**config.mk**
```make
export PLATFORM = sky130hd
export DESIGN_NAME = paddle_ctrl
export DESIGN_NICKNAME = d
export VERILOG_FILES = /design/src/rtl/vga_pkg.sv /design/src/rtl/btn_debounce.sv /design/src/rtl/paddle_ctrl.sv
export SDC_FILE = /design/constraint.sdc
export NUM_CORES = 1
export LEC_CHECK = 0
export CAP_MARGIN = 20
export CORE_MARGIN = 2
export CORE_UTILIZATION = 34
export DETAILED_ROUTE_END_ITERATION = 10
export PLACE_DENSITY = 0.54
export SLEW_MARGIN = 5
export SYNTH_ARGS = -nofsm -noshare
export SYNTH_HDL_FRONTEND = slang
export SYNTH_SLANG_ARGS = --single-unit
export TNS_END_PERCENT = 5
```
**constraint.sdc**
```tcl
create_clock -name clk -period 4.5 [get_ports clk]
set_clock_uncertainty 0.15 [all_clocks]
set_input_delay 0.9 -clock clk [delete_from_list [all_inputs] [get_ports clk]]
set_output_delay 0.9 -clock clk [all_outputs]
set_load 0.005 [all_outputs]
```
**src/rtl/vga_pkg.sv**
```systemverilog
// Shared VGA timing constants and paddle FSM encoding used by the paddle
// controller and its neighbours in the video pipeline.
package vga_pkg;

    localparam int H_TOTAL     = 800;
    localparam int V_TOTAL     = 525;
    localparam int H_VIS_START = 144;
    localparam int H_VIS_END   = 783;
    localparam int PADDLE_W    = 170;

    typedef enum logic [1:0] {
        IDLE   = 2'b00,
        MOVE_L = 2'b01,
        MOVE_R = 2'b10
    } paddle_state_t;

    // Debounced buttons (bit0 = left, bit1 = right) to movement direction;
    // pressing both at once cancels out.
    function automatic paddle_state_t decode_buttons(input logic [1:0] pressed);
        case (pressed)
            2'b01:   return MOVE_L;
            2'b10:   return MOVE_R;
            default: return IDLE;
        endcase
    endfunction

endpackage

```
**src/rtl/btn_debounce.sv**
```systemverilog
// Two-flop synchroniser plus debounce for one active-low board key.
// The output is active-high and changes only after a stable run of DEBOUNCE_CYCLES.
module btn_debounce #(
    parameter int DEBOUNCE_CYCLES = 250000
) (
    input  logic clk,
    input  logic reset,
    input  logic btn,
    output logic state
);

    localparam int CW = $clog2(DEBOUNCE_CYCLES + 1);
    localparam logic [CW-1:0] CNT_LAST = CW'(DEBOUNCE_CYCLES - 1);

    logic          sync1;
    logic          sync2;
    logic [CW-1:0] cnt;

    // NOTE: sequential state uses non-blocking assignments so every flop
    // samples the pre-edge values, which keeps sync1 -> sync2 a real two-stage chain.
    always_ff @(posedge clk or negedge reset) begin
        if (!reset) begin
            sync1 <= 1'b0;
            sync2 <= 1'b0;
            cnt   <= '0;
            state <= 1'b0;
        end else begin
            sync1 <= ~btn;
            sync2 <= sync1;
            if (sync2 == state) begin
                cnt <= '0;
            end else if (cnt == CNT_LAST) begin
                state <= sync2;
                cnt   <= '0;
            end else begin
                cnt <= cnt + CW'(1);
            end
        end
    end

endmodule

```
**src/rtl/paddle_ctrl.sv**
```systemverilog
// Paddle position controller: debounced buttons drive a per-frame move of the
// paddle's right edge, ramping from a slow to a fast step and clamped to the screen.
module paddle_ctrl
    import vga_pkg::*;
#(
    parameter int DEBOUNCE_CYCLES = 250000,
    parameter int X_MIN           = H_VIS_START + PADDLE_W - 1,
    parameter int X_MAX           = H_VIS_END,
    parameter int X_RESET         = 548,
    parameter int Y_POS           = 509,
    parameter int STEP_SLOW       = 2,
    parameter int STEP_FAST       = 6,
    parameter int ACCEL_FRAMES    = 15
) (
    input  logic        clk,
    input  logic        reset,
    input  logic [1:0]  btn,
    input  logic [9:0]  v_counter,
    output logic [10:0] mem_X,
    output logic [10:0] mem_Y,
    output logic        frame_tick,
    output logic [1:0]  btn_state
);

    localparam int HW = $clog2(ACCEL_FRAMES + 1);
    localparam logic [HW-1:0] HOLD_SAT = HW'(ACCEL_FRAMES);
    localparam logic [11:0]   MIN12    = 12'(X_MIN);
    localparam logic [11:0]   MAX12    = 12'(X_MAX);
    localparam logic [11:0]   SLOW12   = 12'(STEP_SLOW);
    localparam logic [11:0]   FAST12   = 12'(STEP_FAST);

    paddle_state_t state, next_state;
    logic [HW-1:0] hold, hold_base, next_hold;
    logic [10:0]   next_x;
    logic [11:0]   step, sum_l, sum_r;
    logic [9:0]    v_prev;

    for (genvar i = 0; i < 2; i++) begin : g_db
        btn_debounce #(.DEBOUNCE_CYCLES(DEBOUNCE_CYCLES)) u_db (
            .clk   (clk),
            .reset (reset),
            .btn   (btn[i]),
            .state (btn_state[i])
        );
    end

    assign mem_Y = 11'(Y_POS);

    always_ff @(posedge clk or negedge reset) begin
        if (!reset) begin
            v_prev     <= '0;
            frame_tick <= 1'b0;
            state      <= IDLE;
            hold       <= '0;
            mem_X      <= 11'(X_RESET);
        end else begin
            v_prev     <= v_counter;
            frame_tick <= (v_prev != '0) && (v_counter == '0);
            state      <= next_state;
            hold       <= next_hold;
            mem_X      <= next_x;
        end
    end

    // NOTE: every always_comb output gets a default first, so no path can
    // leave a value unassigned and infer a latch.
    always_comb begin
        next_state = decode_buttons(btn_state);
        // A direction change restarts the ramp on the same cycle it is seen.
        hold_base  = (next_state != state) ? '0 : hold;
        step       = (hold_base < HOLD_SAT) ? SLOW12 : FAST12;
        sum_l      = {1'b0, mem_X} - step;
        sum_r      = {1'b0, mem_X} + step;
        next_x     = mem_X;
        next_hold  = hold_base;

        if (next_state == IDLE) begin
            next_hold = '0;
        end else if (frame_tick) begin
            next_hold = (hold_base < HOLD_SAT) ? hold_base + HW'(1) : hold_base;
            if (next_state == MOVE_L) begin
                next_x = (sum_l[11] || sum_l < MIN12) ? MIN12[10:0] : sum_l[10:0];
            end else begin
                next_x = (sum_r > MAX12) ? MAX12[10:0] : sum_r[10:0];
            end
        end
    end

endmodule

```
==> results.md, run 1 <==
- The slew of the pin with the lowest slew margin is 0.667 ns.
- The number of port buffers is 27.
- The destination of the worst register-to-register timing path is mem_X[3].
- The global placer's final weighted congestion is 0.867.
- Power spread over the standard cell area amounts to between 300 and 400 nW/um2.
- The initial core utilization is 0.348.
- The critical path launch point is g_db[0].u_db.state.
- The library cell occupying the most area in the post-synthesis netlist is dfrtp_1.
- Across every metal layer, demand over resource in global routing totals 0.146.
- After clock tree synthesis, the clock-pin slew on the worst setup and hold paths is 0.06 ns.
- After synthesis the cells add up to 3980 um2.
- The buffer depth of the longest clock path is 2.
- The detail route stage leaves a number of antenna-violating nets equal to 0.
- At the worst endpoint, the arrival time is 4.17 ns.
- The unique cell type count in the Yosys netlist is 67.
- The kind of path behind the tightest hold check is reg -> reg.
- For this run, the leading register cell type out of synthesis is dfrtp_1.
- Data on the critical path is required at its endpoint by roughly 4.6 ns.
- The insertion delay of the later-clocked pin in the worst-skew pair is 0.34 ns.
- Of the total power, the share spent switching nets is 0.222.
- The yosys synthesis warning count is 0.
- The number of fill cells in the layout is 1128.
- After detailed routing, the number of vias per cell comes to 5.15.
- Summed over all nets, the switching power comes to ~300 uW.
- Across the VDD grid, the largest voltage drop is 168 uV.
- The number of max-slew violations in the final report is 0.
- The total number of vias is 3072.
- The floorplan has 39 rows.
- The count of pins on the block boundary is 39.
- The total of cells resized after clock tree synthesis is 0.
- The tool flagged a number of max-cap violations equal to 0.
- The number of DRC markers after the initial detailed-route iteration is 179.
- The run finished with clean final reports.
- The depth of the worst register-to-register path is 15.
- Setup violations remaining at the end of the flow were counted as 0.
- Setup repair after global routing left no endpoint under its margin.
- The core outline area is 11400 um2.
- In this run the most critical hold path is launched from g_db[0].u_db.sync1.
- The sequential cell fraction of total power is 0.465.
- In the routed design, unresolved DRC markers number 0.
- Of the post-synthesis cell area, the dominant cell type holds 0.421.
- Dividing the detail-routed wire length by the instance count gives 14.3 um.
- The setup TNS is 0 ns.
- The wire length of the first global-routing pass is 15000 um.
- The final hold violation count came to 0.
- The clock tree from TritonCTS is yes.
- Before antenna repair, the detailed router went through 4 iterations.
- Counting flops and latches in the post-synthesis netlist gives 70.
- The source of the worst register-to-register timing path is g_db[0].u_db.state.
- The die extent in x is approximately 110 um.
- TritonCTS created 9 clock buffers.
- The clock network fraction of total power is 0.505.
- After technology mapping, the gate count stands at 430.
- The relative area change from synthesis to final layout is 15.3%.
- The type of the worst setup path is reg -> reg.
- The worst setup path is captured at a flip-flop.
- The number of enable-type register cells in the synthesized netlist is 0.
- Along the worst hold path, the cell count comes to 0.
- The cell at the root of the clock tree is clkbuf_16.
- Entering global routing, the biggest net connects 28 pins.
- The leakage power of the design is 0.00191 uW.
- Counting every sink on the clock net gives 70.
- The number of antenna diodes in the final layout is 0.
- By area the synthesized netlist is led by dfrtp_1 (42%), nor2_1 (6.2%), xor2_1 (4.6%), xnor2_1 (4.2%), nand2_1 (3.6%).
- The relative slew slack is 0.555.
- The maximum level of the CTS H-tree is 3.
- The share of flip-flops with an asynchronous set or reset is 1.00.
- The worst setup path is launched from a flip-flop.
- The worst hold path terminates at g_db[0].u_db.sync2.
- The leftover overflow at the end of global routing is 0.
- The combinational power share is 0.031.
- The register-to-register setup slack is ~0.40 ns.
- The maximum fanout along the worst path is 7.
- Of the cells placed in the final design, the portion with a size suffix greater than 1 is 0.0815.
- The floorplan step defined a die boundary enclosing 12600 um2.
- After clock tree synthesis, the setup repair step added 0 buffers.
- Of the synthesized area, sequential elements account for 0.441.
- The routed design has 8550 um of wire.
- The final-stage net count is 473.
- For this design, the CTS-stage hold fixing added 0 buffers.
- The half-perimeter wire length after placement is 6040 um.
- The initial antenna violation count came to 0.
- The average cell area after synthesis is 9.25 um2.
- The minimum clock period after layout is just over 4 ns.
- The via count of the first global-routing pass is between 3000 and 4000.
- Internal power comes to between 1000 and 1500 uW.
- The upper clock frequency limit is 244 MHz.
- The die span in y is about 110 um.
- The share of the clock period used by the worst path is 0.912.
- The worst hold slack after final layout is 0.193 ns.
## worst max path at each step
stage,to,slack [ns],depth (start not counted)
6_report,mem_X[3],0.40,15
5_1_grt,mem_X[3],0.11,15
4_1_cts,mem_X[3],0.42,15
3_5_place_dp,mem_X[3],0.42,15
3_3_place_gp,mem_X[3],0.56,13
2_1_floorplan,mem_X[7],0.66,15
## power groups by stage
stage                     Sequential, uW  Clock, uW  Combinational, uW
after floorplan                      656          0               22.8
after global placement               657          0               44.0
after detailed placement             657          0               44.5
after CTS                            646        723               44.6
after global routing                 647        746               49.5
final                                646        701               42.8
## placed cells by master, fill, tap and decap left out, types with 11 or more instances in the layout
cell / instances
o21ai_0: 13
nand3_1: 23
conb_1: 11
nor2_1: 66
xor2_1: 21
nand2_1: 38
xnor2_1: 19
dfrtp_1: 67
nor3_1: 12
clkdlybuf4s50_1: 26
inv_1: 18
## synthesized netlist by cell type (6+ instances only)
master / count
a21oi_1: 10
a31oi_1: 6
buf_2: 6
buf_4: 13
clkbuf_1: 10
dfrtp_1: 67
ha_1: 7
inv_1: 18
nand2_1: 38
nand3_1: 23
nand4_1: 7
nor2_1: 66
nor2b_1: 6
nor3_1: 12
nor4_1: 9
nor4b_1: 6
o21ai_0: 13
xnor2_1: 19
xor2_1: 21
## cell families after synthesis
logic type | after synthesis | share of synthesized area
simple gates | 196 | 0.245
flops | 70 | 0.441
compound gates | 61 | 0.119
buf+inv | 49 | 0.0641
xor+xnor | 40 | 0.0881
fa+ha+maj | 9 | 0.0321
mux | 3 | 0.00912
other cells | 2 | 0.00189
## worst max-delay path, cell delays in order (launching register included)
cell and delay [ns]:
dfrtp_1 0.40, inv_1 0.07, ha_1 0.22, xor2_1 0.16, nor2_1 0.24, and2_1 0.21
ha_1 0.17, nand4_1 0.21, ha_1 0.41, nand2b_1 0.26, a21o_1 0.28, nor4_1 0.30
o311ai_2 0.19, a21boi_2 0.37, a32oi_1 0.10, a22o_1 0.26
## final cells by class
type | instances | area [um2] | area share
multi-input combinational | 320 | 2000 | 0.436
sequential | 70 | 1760 | 0.383
timing repair buffer | 31 | 295 | 0.0644
clock buffer | 9 | 225 | 0.0491
tap | 143 | 179 | 0.0390
inverter | 18 | 67.6 | 0.0147
clock inverter | 6 | 63.8 | 0.0139
## stage by stage
step	total power, uW	cells	worst slack (ns)	cell area (um2)	utilization
after floorplan	679	439	0.660	4010	-
after global placement	701	582	0.561	4300	0.377
after detailed placement	702	582	0.421	4300	0.377
after CTS	1410	597	0.419	4590	0.402
after global routing	1440	597	0.108	4590	0.402
final	1390	597	0.397	4590	0.402
## sequential cells by signal (all words and copies together), names as in the netlist
register,count
v_prev,10
state,2
g_db.u_db.cnt,36
g_db.u_db.sync1,2
hold,4
frame_tick,1
g_db.u_db.sync2,2
g_db.u_db.state,2
mem_X,11
## per-layer routing
layer,routed length [um],track usage,vias up
met2,3990,0.240,77
met3,433,0.0400,17
met1,3900,0.178,1469
met5,0,0,-
li1,-,-,1509
met4,223,0.0699,0
No activity file was read; power rests on OpenSTA's default activity.
==> run 2, diff against run 1 <==
--- a/config.mk
+++ b/config.mk
@@ -6,10 +6,11 @@
 export NUM_CORES = 1
 export LEC_CHECK = 0
 export CAP_MARGIN = 20
-export CORE_MARGIN = 2
 export CORE_UTILIZATION = 34
+export CTS_CLUSTER_SIZE = 24
 export DETAILED_ROUTE_END_ITERATION = 10
 export PLACE_DENSITY = 0.54
+export RECOVER_POWER = 50
 export SLEW_MARGIN = 5
 export SYNTH_ARGS = -nofsm -noshare
 export SYNTH_HDL_FRONTEND = slang
==> run 2 against run 1 <==
Compared with the run above:
- the run now ends with max-capacitance violations, max-slew violations left
- via count is 1.2% higher
- highest routed layer unchanged
- final cell count is 0.17% higher
- register-to-register slack hardly changed
- maximum frequency is 0.24% lower
- sequential share of layout area is 0.34 points lower
- clock-buffer cell count is 2 higher
- sequential power hardly changed
==> results.md, run 2 (synthesis results as in run 1) <==
- The run finished, with violations left.
- The checks that failed: max-capacitance violations, max-slew violations.
- The most common library cell in the layout ignoring fill and taps is dfrtp_1.
- The die covers 12100 um2.
- The most numerous cell type found on the critical path is ha_1.
- The total wire length is 8470 um.
- The cell at the root of the clock tree is clkbuf_16.
- The design area is ~4600 um2.
- The power dissipated by switching net loads is approximately 300 uW.
- The number of port buffers is 27.
- The worst path required time is 4.57 ns.
- The maximum ir drop on the vdd rail is 266 uV.
- In this run the static leakage power is 0.00192 uW.
- Before antenna repair, the detailed router went through 4 iterations.
- Walking the worst path, the cells encountered are inv_1 -> ha_1 -> xor2_1 -> nor2_1 -> and2_1 -> ha_1 -> nand4_1 -> ha_1 -> nand2b_1 -> a21o_1 -> nor4_1 -> o311ai_2 -> a21boi_2 -> a32oi_1 -> a22o_1.
- The relative area change from synthesis to final layout is 16.4%.
- The die extent in x is 110 um.
- The number of fill cells in the layout is around 1200.
- Buffers inserted during clock tree synthesis total 9.
- Prior to clock tree synthesis, the placed netlist has a worst setup slack of roughly 0.46 ns.
- The floorplan step set the die height to 110 um.
- The pin count of the biggest net entering global routing is 35.
- The leftover overflow at the end of global routing is 0.
- In this run, the number of DRC markers left after iteration 0 of detailed routing was 174.
- For the pin with the worst max-slew slack, the measured transition is about 1.9 ns.
- The number of max-cap violations is 1.
- Ranked by flip-flop count, first place goes to g_db.u_db.cnt.
- The clock passes through at most 2 buffers.
- The setup TNS is 0 ns.
- The placed instances occupy a cell area of 4300 um2.
- The core outline area is 11400 um2.
- Counting every sink on the clock net gives 70.
- The sequential cell fraction of total power is 0.439.
- The later pin in the worst-skew pair is clocked with a latency of 0.33 ns.
- Clock-pin slew was measured on the worst setup and hold paths at 0.06 ns.
- TritonCTS built the clock tree.
- The maximum level of the CTS H-tree is 3.
- The slowest cell on the critical path is dfrtp_1.
- The total number of vias is slightly above 3000.
- The number of standard-cell rows in the floorplan is 39.
- The congestion estimate from routability-driven global placement came to 0.809.
- Setup repair after global routing left no endpoint under its margin.
- The average via count per standard cell is 5.20.
- The post-CTS setup-driven buffer insertion count is 0.
- The minimum clock period after layout is 4.11 ns.
- Once layout is complete, the utilization of the core stands at 0.405.
- The first global-routing pass estimated ~14000 um of wire.
- The routed wire length per instance is 14.2 um.
- The worst setup path is launched from a flip-flop.
- The critical path is of the reg -> reg type.
- The setup slack of the critical path after layout is about 0.39 ns.
- The largest registers in the layout are g_db.u_db.cnt: 36 flops, mem_X: 11 flops, v_prev: 10 flops.
- Of the total power, the clock network draws 0.534.
- The number of routed nets with antenna violations is 0.
- Of the total power, the share spent switching nets is 0.205.
- For this design the ratio of total power to cell area is between 300 and 400 nW/um2.
- The highest cell delay on the worst timing path is approximately 0.41 ns.
- The total global-route track usage is 0.154.
- The arrival time reported for the critical path endpoint is 4.19 ns.
- The critical path endpoint category is a flip-flop.
- The antenna diode count is 0.
- The kind of path behind the tightest hold check is reg -> reg.
- The setup violation total in the final timing report is 0.
- Of the available clock period, the critical path in the final layout requires 0.914.
- The initial antenna violation count is 0.
- The via count of the first global-routing pass came to ~3000.
- The cell internal power dissipation is 1170 uW.
- The initial core utilization is 0.348.
- The final hold violation count came to 0.
- The final-stage net count is approximately 470.
- The maximum fanout along the worst path is 7.
- The number of max-slew violations in the final report is 35.
- The worst hold slack after final layout is 0.197 ns.
- The upper clock frequency limit is between 200 and 250 MHz.
- The register with the most flip-flops in the layout has 36 of them.
- For this run, design rule violations remaining after detail routing come to 0.
- The half-perimeter wire length after placement is about 6000 um.
- The combinational power share is 0.027.
- The fraction of layout cells with a size suffix above 1 is 0.0747.
- The count of pins on the block boundary is 39.
- Headroom to the max-slew limit came out at -0.292.
- In the layout the commonest cells are dfrtp_1 (67), nor2_1 (66), nand2_1 (38).
run 2: metal layers:
layer / GRT usage / up-vias / part of all wire
met2: 0.247 / 92 / 0.47
li1: - / 1505 / -
met3: 0.0447 / 20 / 0.058
met1: 0.194 / 1491 / 0.45
met4: 0.0648 / 0 / 0.022
met5: 0 / - / 0
run 2: path summary, 6_finish.rpt:
kind	endpoint	cells past startpoint	slack [ns]	startpoint
max reg2reg	mem_X[3]	15	0.39	g_db[0].u_db.state
max in group asynchronous	v_prev[9]	2	1.32	reset
min	g_db[1].u_db.sync2	0	0.20	g_db[1].u_db.sync1
min in group asynchronous	g_db[1].u_db.cnt[8]	1	0.96	reset
max	mem_X[3]	15	0.39	g_db[0].u_db.state
min reg2reg	g_db[1].u_db.sync2	0	0.20	g_db[1].u_db.sync1
run 2: timing repair:
action / 4_1_cts / 5_1_grt
gates resized for setup: 0 / 1
setup endpoints to repair: 0 / 1
hold buffers: 0 / 0
hold endpoints to repair: 0 / 0
run 2: cell type report:
class / instances / area (um2) / share of cell area
clock buffer: 11 / 253 / 0.0546
clock inverter: 5 / 81.3 / 0.0176
inverter: 18 / 67.6 / 0.0146
multi-input combinational: 320 / 2010 / 0.434
sequential: 70 / 1760 / 0.379
tap: 143 / 179 / 0.0386
timing repair buffer: 31 / 283 / 0.0611
run 2: power groups by stage:
stage                     Clock (uW)  Combinational (uW)  Sequential (uW)
after floorplan                    0                22.8              656
after global placement             0                44.2              657
after detailed placement           0                44.5              657
after CTS                        801                44.6              646
after global routing             829                48.1              647
final                            785                39.8              646
run 2: critical path, delay by kind of cell, from the launching register on:
family,cells,cell delay (ns)
XOR/XNOR,1,0.16
buffers and inverters,1,0.08
adder cells (fa/ha/maj),3,0.79
flip-flops,1,0.41
AO/OA/AOI/OAI,5,1.18
AND/OR/NAND/NOR,5,1.25
run 2: metrics by stage:
stage          cells  power [uW]
6_report         598        1470
2_1_floorplan    439         679
4_1_cts          598        1490
5_1_grt          598        1520
3_3_place_gp     582         701
3_5_place_dp     582         701
